`config.mk`:
```
export PLATFORM = sky130hd
export DESIGN_NAME = ddr_out_reg
export DESIGN_NICKNAME = d
export VERILOG_FILES = /design/src/rtl/ddr_out_reg.sv
export SDC_FILE = /design/constraint.sdc
export NUM_CORES = 1
export LEC_CHECK = 0
export BUFFER_PORTS_ARGS = -buffer_cell sky130_fd_sc_hd__buf_4
export CAP_MARGIN = 10
export CORE_AREA = 2 2 39 41
export DETAILED_ROUTE_END_ITERATION = 6
export DIE_AREA = 0 0 41 43
export PLACE_DENSITY = 0.32
export SYNTH_ARGS = -nofsm -noshare
export SYNTH_HDL_FRONTEND = slang
export SYNTH_SLANG_ARGS = --single-unit
```
`constraint.sdc`:
```
create_clock -name clk_in -period 0.8 [get_ports clk_in]
set_clock_uncertainty 0.05 [all_clocks]
set_input_delay 0.04 -clock clk_in [delete_from_list [all_inputs] [get_ports clk_in]]
set_output_delay 0.04 -clock clk_in [all_outputs]
set_load 0.02 [all_outputs]
```
`src/rtl/ddr_out_reg.sv`:
```
// ddr_out_reg: single-clock double-data-rate output register with sync set/reset
//   clk_in      : only clock; rising edge = E0, falling edge = E1
//   n_reset_in  : synchronous active-low reset, sampled at both edges, loads INIT
//   ce_in       : data-path clock enable (reset/set act regardless)
//   d0_in/d1_in : words driven in the clock-high / clock-low phase
//   r_in / s_in : synchronous output clear / set (clear wins)
//   q_out       : DDR output
module ddr_out_reg #(
    parameter int    W_DATA        = 1,
    parameter string DDR_ALIGNMENT = "NONE",
    parameter logic  INIT          = 1'b1
) (
    input  logic              clk_in,
    input  logic              n_reset_in,
    input  logic              ce_in,
    input  logic [W_DATA-1:0] d0_in,
    input  logic [W_DATA-1:0] d1_in,
    input  logic              r_in,
    input  logic              s_in,
    output logic [W_DATA-1:0] q_out
);
    localparam bit AL_C0 = DDR_ALIGNMENT == "C0";
    localparam bit AL_C1 = DDR_ALIGNMENT == "C1";
    localparam logic [W_DATA-1:0] INIT_W = {W_DATA{INIT}};
    // Each edge owns its own output register; the phase mux picks the one
    // written most recently, so q_out only moves right after an edge.
    logic [W_DATA-1:0] q_p = INIT_W;
    logic [W_DATA-1:0] q_n = INIT_W;
    // The holding register must be writable from both edges (sampling edge
    // and forcing at the other edge). Each edge keeps its own copy and a
    // toggle pair marks which copy is newest: equal = rising-edge copy.
    logic [W_DATA-1:0] h_p = INIT_W;
    logic [W_DATA-1:0] h_n = INIT_W;
    logic              t_p = 1'b0;
    logic              t_n = 1'b0;
    logic [W_DATA-1:0] h;
    logic [W_DATA-1:0] rs_val;
    always_comb begin
        h      = (t_p == t_n) ? h_p : h_n;
        rs_val = r_in ? '0 : '1;
    end
    assign q_out = clk_in ? q_p : q_n;
    always_ff @(posedge clk_in) begin
        if (!n_reset_in) begin
            q_p <= INIT_W;
            h_p <= INIT_W;
            t_p <= t_n;
        end else if (r_in || s_in) begin
            q_p <= rs_val;
            h_p <= rs_val;
            t_p <= t_n;
        end else if (!ce_in) begin
            q_p <= q_n;
        end else if (AL_C0) begin
            q_p <= d0_in;
            h_p <= d1_in;
            t_p <= t_n;
        end else if (AL_C1) begin
            q_p <= h;
        end else begin
            q_p <= d0_in;
        end
    end
    always_ff @(negedge clk_in) begin
        if (!n_reset_in) begin
            q_n <= INIT_W;
            h_n <= INIT_W;
            t_n <= ~t_p;
        end else if (r_in || s_in) begin
            q_n <= rs_val;
            h_n <= rs_val;
            t_n <= ~t_p;
        end else if (!ce_in) begin
            q_n <= q_p;
        end else if (AL_C1) begin
            q_n <= d1_in;
            h_n <= d0_in;
            t_n <= ~t_p;
        end else if (AL_C0) begin
            q_n <= h;
        end else begin
            q_n <= d1_in;
        end
    end
endmodule

```
==> results by group, run 1 <==
Routing
  – Final antenna-violating net count: 0
  – DR WL/cell: 9.27 um
  – Via count: 141
  – Routed WL: 408 um
  – Drt pass-1 iters: 4
  – 1st-iter DRT viols: 6
  – Vias per cell: 3.20
  – DRC errors left: 0

STA
  – Fin. max-slew vios: 0
  – Slew HR: 91.9%
  – RSZ-0062 raised after global routing: yes
  – Worst-margin pin slew: 0.118 ns
  – Final setup viols: 3
  – Post-route setup slack: -0.798 ns
  – Final Hold Vio Count: 0

Place
  – Dpl cells: 32
  – Gpl congestion: 0.571
  – Port bufs: 7
  – DP Area: 173 um2

Logic synthesis
  – Warnings from Yosys: 0
  – Post-synth cell types: 6
  – Synth Area in XOR/XNOR: 0%
  – Mapped cell area: 96.3 um2
  – Area contributors post-synth: dfxtp_1 42%, mux2i_1 21%, a22oi_1 16%
  – Synth Area in Adders: 0%
  – Cell taking the most area after synthesis: dfxtp_1
  – Main combinational cell family by area after synthesis: multiplexers
  – Synth top area share: 41.6%
  – Synth Area per Inst: 10.7 um2
  – Gate Count Post-Synth: 9
  – Yosys reg bits: 2
  – Syn Nets: 16
  – Mux cell area share after synthesis: 32.5%
  – Register area share after synthesis: 41.6%
  – Compound-gate portion of the synthesized area: 15.6%
  – Simple-gate area share of the yosys netlist: 6.49%

Setup path
  – Critical-path top delay cell: dfxtp_2
  – CP delay by family, top: flip-flops
  – Critical Path, Cell by Cell: mux2_4 -> buf_6
  – Worst endpoint required time: 0.71 ns
  – Critical path class: register to output port
  – Critical path startpoint category: register
  – Crit path max fanout: 2
  – Worst Path Buf+Inv: 1
  – Slowest cell delay on critical path: 0.31 ns
  – Worst EP arrival: 1.51 ns
  – Worst setup EP type: output port

Clock network
  – Worst-Skew Late Latency: 0.40 ns
  – CTS tree: built
  – Clk pin slew, worst setup/hold paths: 0.03 ns
  – Post-CTS Setup Bufs: 0

Status
  – Failing checks: setup timing
  – Status: complete, but fails checks

Power and ir drop
  – Cell Pwr Density: 3050 nW/um2
  – Max IR drop VDD: 0.774 mV
  – Leakage: 0.134 nW

GRT
  – GRT Overall Usage: 7.41%
  – Largest net degree at the start of global routing: 4
  – Vias in the first global route: 210
  – Initial antenna violation count: 0
  – First-pass GRT wire length: 621 um
  – Congestion Overflow GR: 0

Floorplanning
  – Core area: 1380 um2
  – Die Span X: 41 um
  – Die area: 1760 um2
  – Die Height: 43 um
  – Std-Cell Rows: 14
  – Num ports: 8
  – Initial core utilization: 6.96%

Layout
  – Share of layout cells above drive strength 1: 53.6%
  – Nets: 36
  – Final instance area: 277 um2
  – Non-filler cells, final: 44
  – Antenna Diode Count: 0
  – Layout area overhead: 187%

Flow run
  – Max-cap viol count: 0

Min path
  – Hold Crit Class: input port to register
cell families (layout without fill, tap and decap cells):
| group | after synthesis | after routing |
|---|---|---|
| buffers and inverters | 1 | 20 |
| AO/OA/AOI/OAI | 2 | 2 |
| AND/OR/NAND/NOR | 1 | 1 |
| multiplexers | 3 | 3 |
| flip-flops | 2 | 2 |
worst register-to-register path, stage by stage (launching register included):
cell and delay [ns]:
dfxtp_2 0.31, mux2i_1 0.12, a22oi_1 0.08
layout by cell type (no fill, tap or decap):
cell type / instances
clkbuf_1: 1
buf_6: 1
dfxtp_2: 1
mux2i_1: 2
dlygate4sd3_1: 5
mux2_4: 1
clkbuf_4: 6
nor2b_1: 1
dfxtp_1: 1
buf_4: 6
inv_1: 1
a22oi_1: 2
cells in the mapped netlist (all sizes together):
master,instances
a22oi,2
dfxtp,2
mux2,1
nor2b,1
mux2i,2
inv,1
stage by stage:
stage / setup WS (ns) / hold WS, ns / total power (W) / utilization [%] / TNS, ns
3_5_place_dp: -0.391 / 0.218 / 0.000308 / 12.5 / -0.927
6_report: -0.798 / 0.194 / 0.000842 / 20.0 / -1.35
3_3_place_gp: -0.380 / 0.208 / 0.000307 / 12.5 / -0.905
2_1_floorplan: -0.273 / 0.105 / 0.000242 / - / -0.738
4_1_cts: -0.811 / 0.191 / 0.000878 / 19.9 / -1.35
5_1_grt: -0.835 / 0.179 / 0.000907 / 20.0 / -1.42
routing by layer:
| layer | track usage [%] | share of wire [%] |
|---|---|---|
| met1 | 4.78 | 45 |
| met2 | 4.06 | 43 |
| met3 | 7.85 | 13 |
| met4 | 20.7 | 0 |
| met5 | 0 | 0 |
state kept, by name (all words and copies together) (netlist names):
| name | cells |
|---|---|
| q_p | 1 |
| q_n | 1 |
layout make-up:
class,count,area [um2]
clock buffers,8,60.1
flip-flops and latches,2,41.3
repair buffers,11,95.1
fillers,154,1110
clock inverters,1,3.75
multi-input cells,6,56.3
well taps,16,20.0
where the power goes:
group           total, W  internal, W  switching (W)
clock           0.000666     0.000463       0.000204
combinational  0.0000614    0.0000448      0.0000166
sequential      0.000115     0.000110     0.00000486
worst paths after layout:
| path | startpoint | end | slack, ns | cells past startpoint |
|---|---|---|---|---|
| max | q_n | q_out | -0.80 | 2 |
| min | r_in | q_n | 0.19 | 2 |
| max reg2reg | q_n | q_p | -0.34 | 2 |
| min reg2reg | q_p | q_n | 0.84 | 2 |
what timing repair did:
| item | in CTS | in global routing |
|---|---|---|
| endpoints found under the setup margin | 3 | 3 |
| resized for setup | 1 | 1 |
| hold endpoints to repair | 1 | 0 |
| pin swaps | 0 | 0 |
| hold buffers | 5 | 0 |
Note: power is estimated with default switching activity, not from simulation.
==> run 2, diff against run 1 <==
--- a/config.mk
+++ b/config.mk
@@ -10,7 +10,7 @@
 export CORE_AREA = 2 2 39 41
 export DETAILED_ROUTE_END_ITERATION = 6
 export DIE_AREA = 0 0 41 43
-export PLACE_DENSITY = 0.32
+export RECOVER_POWER = 100
 export SYNTH_ARGS = -nofsm -noshare
 export SYNTH_HDL_FRONTEND = slang
 export SYNTH_SLANG_ARGS = --single-unit
==> results by group, run 2 (synthesis results as in run 1) <==
Status
  – Status: complete, but fails checks
  – Failing checks: setup timing

Layout
  – Layout area overhead: 186%
  – Share of layout cells above drive strength 1: 60.7% (+7.1 points)
  – Leading cell type in the layout, fill and taps excluded: buf_4
  – Fillers: 162 (+5.2%)
  – Final Core Density: 19.9% (-0.090 points)
  – Non-filler cells, final: 44 (unchanged)
  – Most frequent cells in the layout: 7 x buf_4, 6 x clkbuf_4, 4 x dlygate4sd3_1
  – Antenna Diode Count: 0 (unchanged)
  – Top Registers: q_n: 1 flops, q_p: 1 flops
  – Nets: 36 (unchanged)

Clock network
  – Worst-Skew Late Latency: 0.40 ns (about the same)
  – Post-CTS Setup Bufs: 0 (unchanged)
  – CTS tree: built
  – Clk pin slew, worst setup/hold paths: 0.04 ns (about the same)

GRT
  – Initial antenna violation count: 0 (unchanged)
  – First-pass GRT wire length: 627 um (+0.97%)
  – Largest net degree at the start of global routing: 4 (unchanged)
  – GRT Overall Usage: 7.11% (-0.30 points)
  – Congestion Overflow GR: 0 (unchanged)
  – Vias in the first global route: 194 (-7.6%)

Setup path
  – Critical path startpoint category: register
  – Worst endpoint required time: 0.71 ns (about the same)
  – Critical path class: register to output port
  – Crit path max fanout: 2 (unchanged)
  – Worst EP arrival: 1.49 ns (-0.02 ns)
  – Worst setup EP type: output port

STA
  – Fin. max-slew vios: 0 (unchanged)
  – RSZ-0062 raised after global routing: yes
  – Post-route setup slack: -0.784 ns (+0.0148 ns)
  – Worst-margin pin slew: 0.147 ns (+0.0286 ns)
  – Final Hold Vio Count: 0 (unchanged)
  – Slew HR: 89.9% (-2.0 points)
  – Final setup viols: 3 (unchanged)

Floorplanning
  – Die Span X: 41 um (unchanged)
  – Die Height: 43 um (unchanged)
  – Std-Cell Rows: 14 (unchanged)
  – Initial core utilization: 6.96% (unchanged)
  – Die area: 1760 um2 (unchanged)
  – Core area: 1380 um2 (unchanged)
  – Num ports: 8 (unchanged)

Power and ir drop
  – Cell Pwr Density: 3010 nW/um2 (-1.2%)
  – Max IR drop VDD: 0.422 mV (-45%)
  – Leakage: 0.134 nW (+0.36%)
  – Tot Pwr: 0.000829 W (-1.6%)

Routing
  – DRC errors left: 0 (unchanged)
  – Via count: 147 (+4.3%)
  – Final antenna-violating net count: 0 (unchanged)
  – Vias per cell: 3.34 (+4.3%)
  – Routed WL: 368 um (-9.8%)
  – 1st-iter DRT viols: 4 (-2)
  – Drt pass-1 iters: 2 (-2)
  – DR WL/cell: 8.36 um (-9.8%)

Place
  – Gpl congestion: 0.522 (-8.5%)
  – Setup WS pre-CTS: -0.385 ns (+0.00634 ns)
  – Dpl cells: 33 (+3.1%)
  – Port bufs: 7 (unchanged)

Min path
  – Hold Crit Class: input port to register

Flow run
  – Max-cap viol count: 0 (unchanged)
## run 2: cell count changes in the layout (fill, tap and decap cells not counted)
cell,before,now
dfxtp_1,1,0
dlygate4sd3_1,5,4
buf_4,6,7
dfxtp_2,1,2
## run 2: layout make-up
cell class,count,area [um2],area share [%]
multi-input cells,6,56.3,20.5
repair buffers,11,92.6,33.6
well taps,16,20.0,7.27
clock buffers,8,60.1,21.8
clock inverters,1,3.75,1.36
flip-flops and latches,2,42.5,15.5
## run 2: power breakdown
group / switching, W / total, W / internal (W) / leakage [nW]
Clock: 0.000191 / 0.000653 / 0.000462 / 0.0482
Combinational: 0.0000168 / 0.0000613 / 0.0000444 / 0.0697
Sequential: 0.00000388 / 0.000115 / 0.000111 / 0.0165
## run 2: layer usage
| metal | part of all wire, % | routed length, um | GRT usage (%) | vias to the layer above |
|---|---|---|---|---|
| li1 | - | - | - | 71 |
| met1 | 40 | 147 | 4.78 | 66 |
| met2 | 46 | 171 | 6.56 | 8 |
| met3 | 10 | 37 | 5.24 | 2 |
| met4 | 3.0 | 11 | 16.7 | 0 |
| met5 | 0 | 0 | 0 | - |
## run 2: worst max-delay path: stages, from the launching register on
cell	delay (ns)
dfxtp_2	0.30
mux2_4	0.26
buf_6	0.13
## run 2: repair_timing
| action | 4_1_cts | 5_1_grt |
|---|---|---|
| endpoints found under the setup margin | 3 | 3 |
| endpoints found under the hold margin | 1 | 0 |
| gates resized for setup | 1 | 2 |
| gates cloned | 0 | 0 |
| pin swaps | 0 | 2 |
| hold buffers | 4 | 0 |
## run 2: per-stage QoR
stage	TNS, ns	instance area [um2]	hold WS [ns]
4_1_cts	-1.38	273	0.0633
5_1_grt	-1.56	275	0.143
3_5_place_dp	-0.958	180	0.209
3_3_place_gp	-0.934	180	0.211
6_report	-1.37	275	0.0941
2_1_floorplan	-0.738	100	0.105
## run 2: final timing paths
kind,slack (ns),to,cells past startpoint,from
max reg2reg,-0.35,q_p,2,q_n
min,0.09,q_p,4,ce_in
max,-0.78,q_out,2,q_n
min reg2reg,0.87,q_n,2,q_p
==> run 3, diff against run 2 <==
--- a/config.mk
+++ b/config.mk
@@ -8,6 +8,7 @@
 export BUFFER_PORTS_ARGS = -buffer_cell sky130_fd_sc_hd__buf_4
 export CAP_MARGIN = 10
 export CORE_AREA = 2 2 39 41
+export CTS_BUF_LIST = sky130_fd_sc_hd__clkbuf_8
 export DETAILED_ROUTE_END_ITERATION = 6
 export DIE_AREA = 0 0 41 43
 export RECOVER_POWER = 100
==> results by group, run 3 (synthesis results as in run 1) <==
Place
  – Gpl congestion: 0.522 (unchanged)
  – Port bufs: 7 (unchanged)
  – Setup WS pre-CTS: -0.385 ns (unchanged)

GRT
  – Congestion Overflow GR: 0 (unchanged)
  – GRT Overall Usage: 7.81% (+0.70 points)
  – Initial antenna violation count: 0 (unchanged)
  – Largest net degree at the start of global routing: 4 (unchanged)
  – First-pass GRT wire length: 662 um (+5.6%)
  – Vias in the first global route: 193 (-0.52%)

Floorplanning
  – Die area: 1760 um2 (unchanged)
  – Std-Cell Rows: 14 (unchanged)
  – Die Span X: 41 um (unchanged)
  – Die Height: 43 um (unchanged)
  – Num ports: 8 (unchanged)
  – Initial core utilization: 6.96% (unchanged)
  – Core area: 1380 um2 (unchanged)

STA
  – Worst-margin pin slew: 0.150 ns (+0.00302 ns)
  – RSZ-0062 raised after global routing: yes
  – Setup tns final: -1.37 ns (+0.00241 ns)
  – Final Hold Vio Count: 0 (unchanged)
  – Fin. max-slew vios: 0 (unchanged)
  – Post-route setup slack: -0.779 ns (+0.00467 ns)
  – Slew HR: 89.7% (-0.21 points)
  – Final setup viols: 3 (unchanged)

Min path
  – Min-delay src: ce_in
  – Hold Crit Class: input port to register

Setup path
  – CP delay by family, top: flip-flops
  – Critical-path top delay cell: dfxtp_2
  – R2R Path End: q_p
  – Worst endpoint required time: 0.71 ns (about the same)
  – Worst r2r path cells: 2 (unchanged)
  – Worst Path Buf+Inv: 1 (unchanged)
  – Crit path max fanout: 2 (unchanged)
  – Critical path startpoint category: register
  – RR Startpoint: q_n
  – Crit. Startpoint: q_n
  – Worst setup path endpoint: q_out
  – Flop-to-flop setup slack: -0.36 ns (about the same)
  – Worst EP arrival: 1.49 ns (about the same)
  – Worst setup EP type: output port
  – Slowest cell delay on critical path: 0.30 ns (about the same)
  – Critical path class: register to output port
  – Critical Path, Cell by Cell: mux2_4 -> buf_6
  – Levels on crit path: 2 (unchanged)

Routing
  – Routed WL: 383 um (+4.1%)
  – DRC errors left: 0 (unchanged)
  – Via count: 147 (unchanged)
  – Final antenna-violating net count: 0 (unchanged)
  – Vias per cell: 3.34 (unchanged)
  – DR WL/cell: 8.70 um (+4.1%)
  – 1st-iter DRT viols: 3 (-1)
  – Drt pass-1 iters: 2 (unchanged)

Layout
  – Most frequent cells in the layout: 7 x buf_4, 6 x clkbuf_8, 4 x dlygate4sd3_1
  – Nets: 36 (unchanged)
  – Leading cell type in the layout, fill and taps excluded: buf_4
  – Antenna Diode Count: 0 (unchanged)
  – Top Registers: q_n: 1 flops, q_p: 1 flops
  – Share of layout cells above drive strength 1: 60.7% (unchanged)
  – Layout area overhead: 225%

Clock network
  – CTS tree: built
  – Worst-Skew Late Latency: 0.39 ns (about the same)
  – Clk pin slew, worst setup/hold paths: 0.03 ns (about the same)

Power and ir drop
  – Cell Pwr Density: 3710 nW/um2 (+23%)
  – Max IR drop VDD: 0.433 mV (+2.6%)
  – Tot Pwr: 0.00116 W (+40%)
  – Leakage: 0.154 nW (+15%)

Status
  – Failing checks: setup timing
  – Status: complete, but fails checks

Flow run
  – Max-cap viol count: 0 (unchanged)
==> run 3: changes by cell type in the layout (fill, tap and decap cells not counted) <==
cell      delta
inv_1        +1
clkbuf_4     -6
clkbuf_8     +6
clkbuf_1     -1
==> run 3: how the worst min path moves through the flow <==
stage               slack, ns  end  cells past startpoint
floorplan                0.10  q_p                      1
global placement         0.21  q_p                      2
detailed placement       0.21  q_p                      2
CTS                      0.09  q_p                      4
global route             0.17  q_p                      4
finish                   0.11  q_p                      4
==> run 3: through the flow <==
step	hold WS (ns)	cells	instance area, um2	utilization [%]
2_1_floorplan	0.105	9	100	-
3_3_place_gp	0.211	33	180	13.0
3_5_place_dp	0.209	33	180	13.0
4_1_cts	0.0916	44	310	22.4
5_1_grt	0.172	44	313	22.6
6_report	0.115	44	313	22.6
==> run 3: layout make-up <==
class | instances | area (um2)
clock buffers | 7 | 93.8
repair buffers | 11 | 92.6
fillers | 157 | 1070
well taps | 16 | 20.0
flip-flops and latches | 2 | 42.5
clock inverters | 2 | 7.51
multi-input cells | 6 | 56.3
==> run 3: worst register-to-register path: stages (launching register included) <==
cell	delay [ns]
dfxtp_2	0.30
mux2i_1	0.13
a22oi_1	0.08
==> run 3: metal layers <==
metal  wire length, um  up-vias  part of all wire (%)  track usage [%]
li1                  -       70                     -                -
met1               154       66                    40             5.10
met2               171        9                    45             6.56
met3                45        2                    12             8.38
met4                11        0                   2.9             16.7
met5                 0        -                     0                0
==> run 3: repair_timing <==
item | 4_1_cts | 5_1_grt
endpoints found under the hold margin | 1 | 0
hold buffers | 4 | 0
pin swaps | 0 | 2
endpoints found under the setup margin | 3 | 3
gates cloned | 0 | 0
resized for setup | 1 | 2
setup buffers | 0 | 0
==> run 3: where the power goes <==
group / switching, W / internal [W]
combinational: 0.0000169 / 0.0000444
clock: 0.000230 / 0.000754
sequential: 0.00000388 / 0.000111
total: 0.000251 / 0.000910
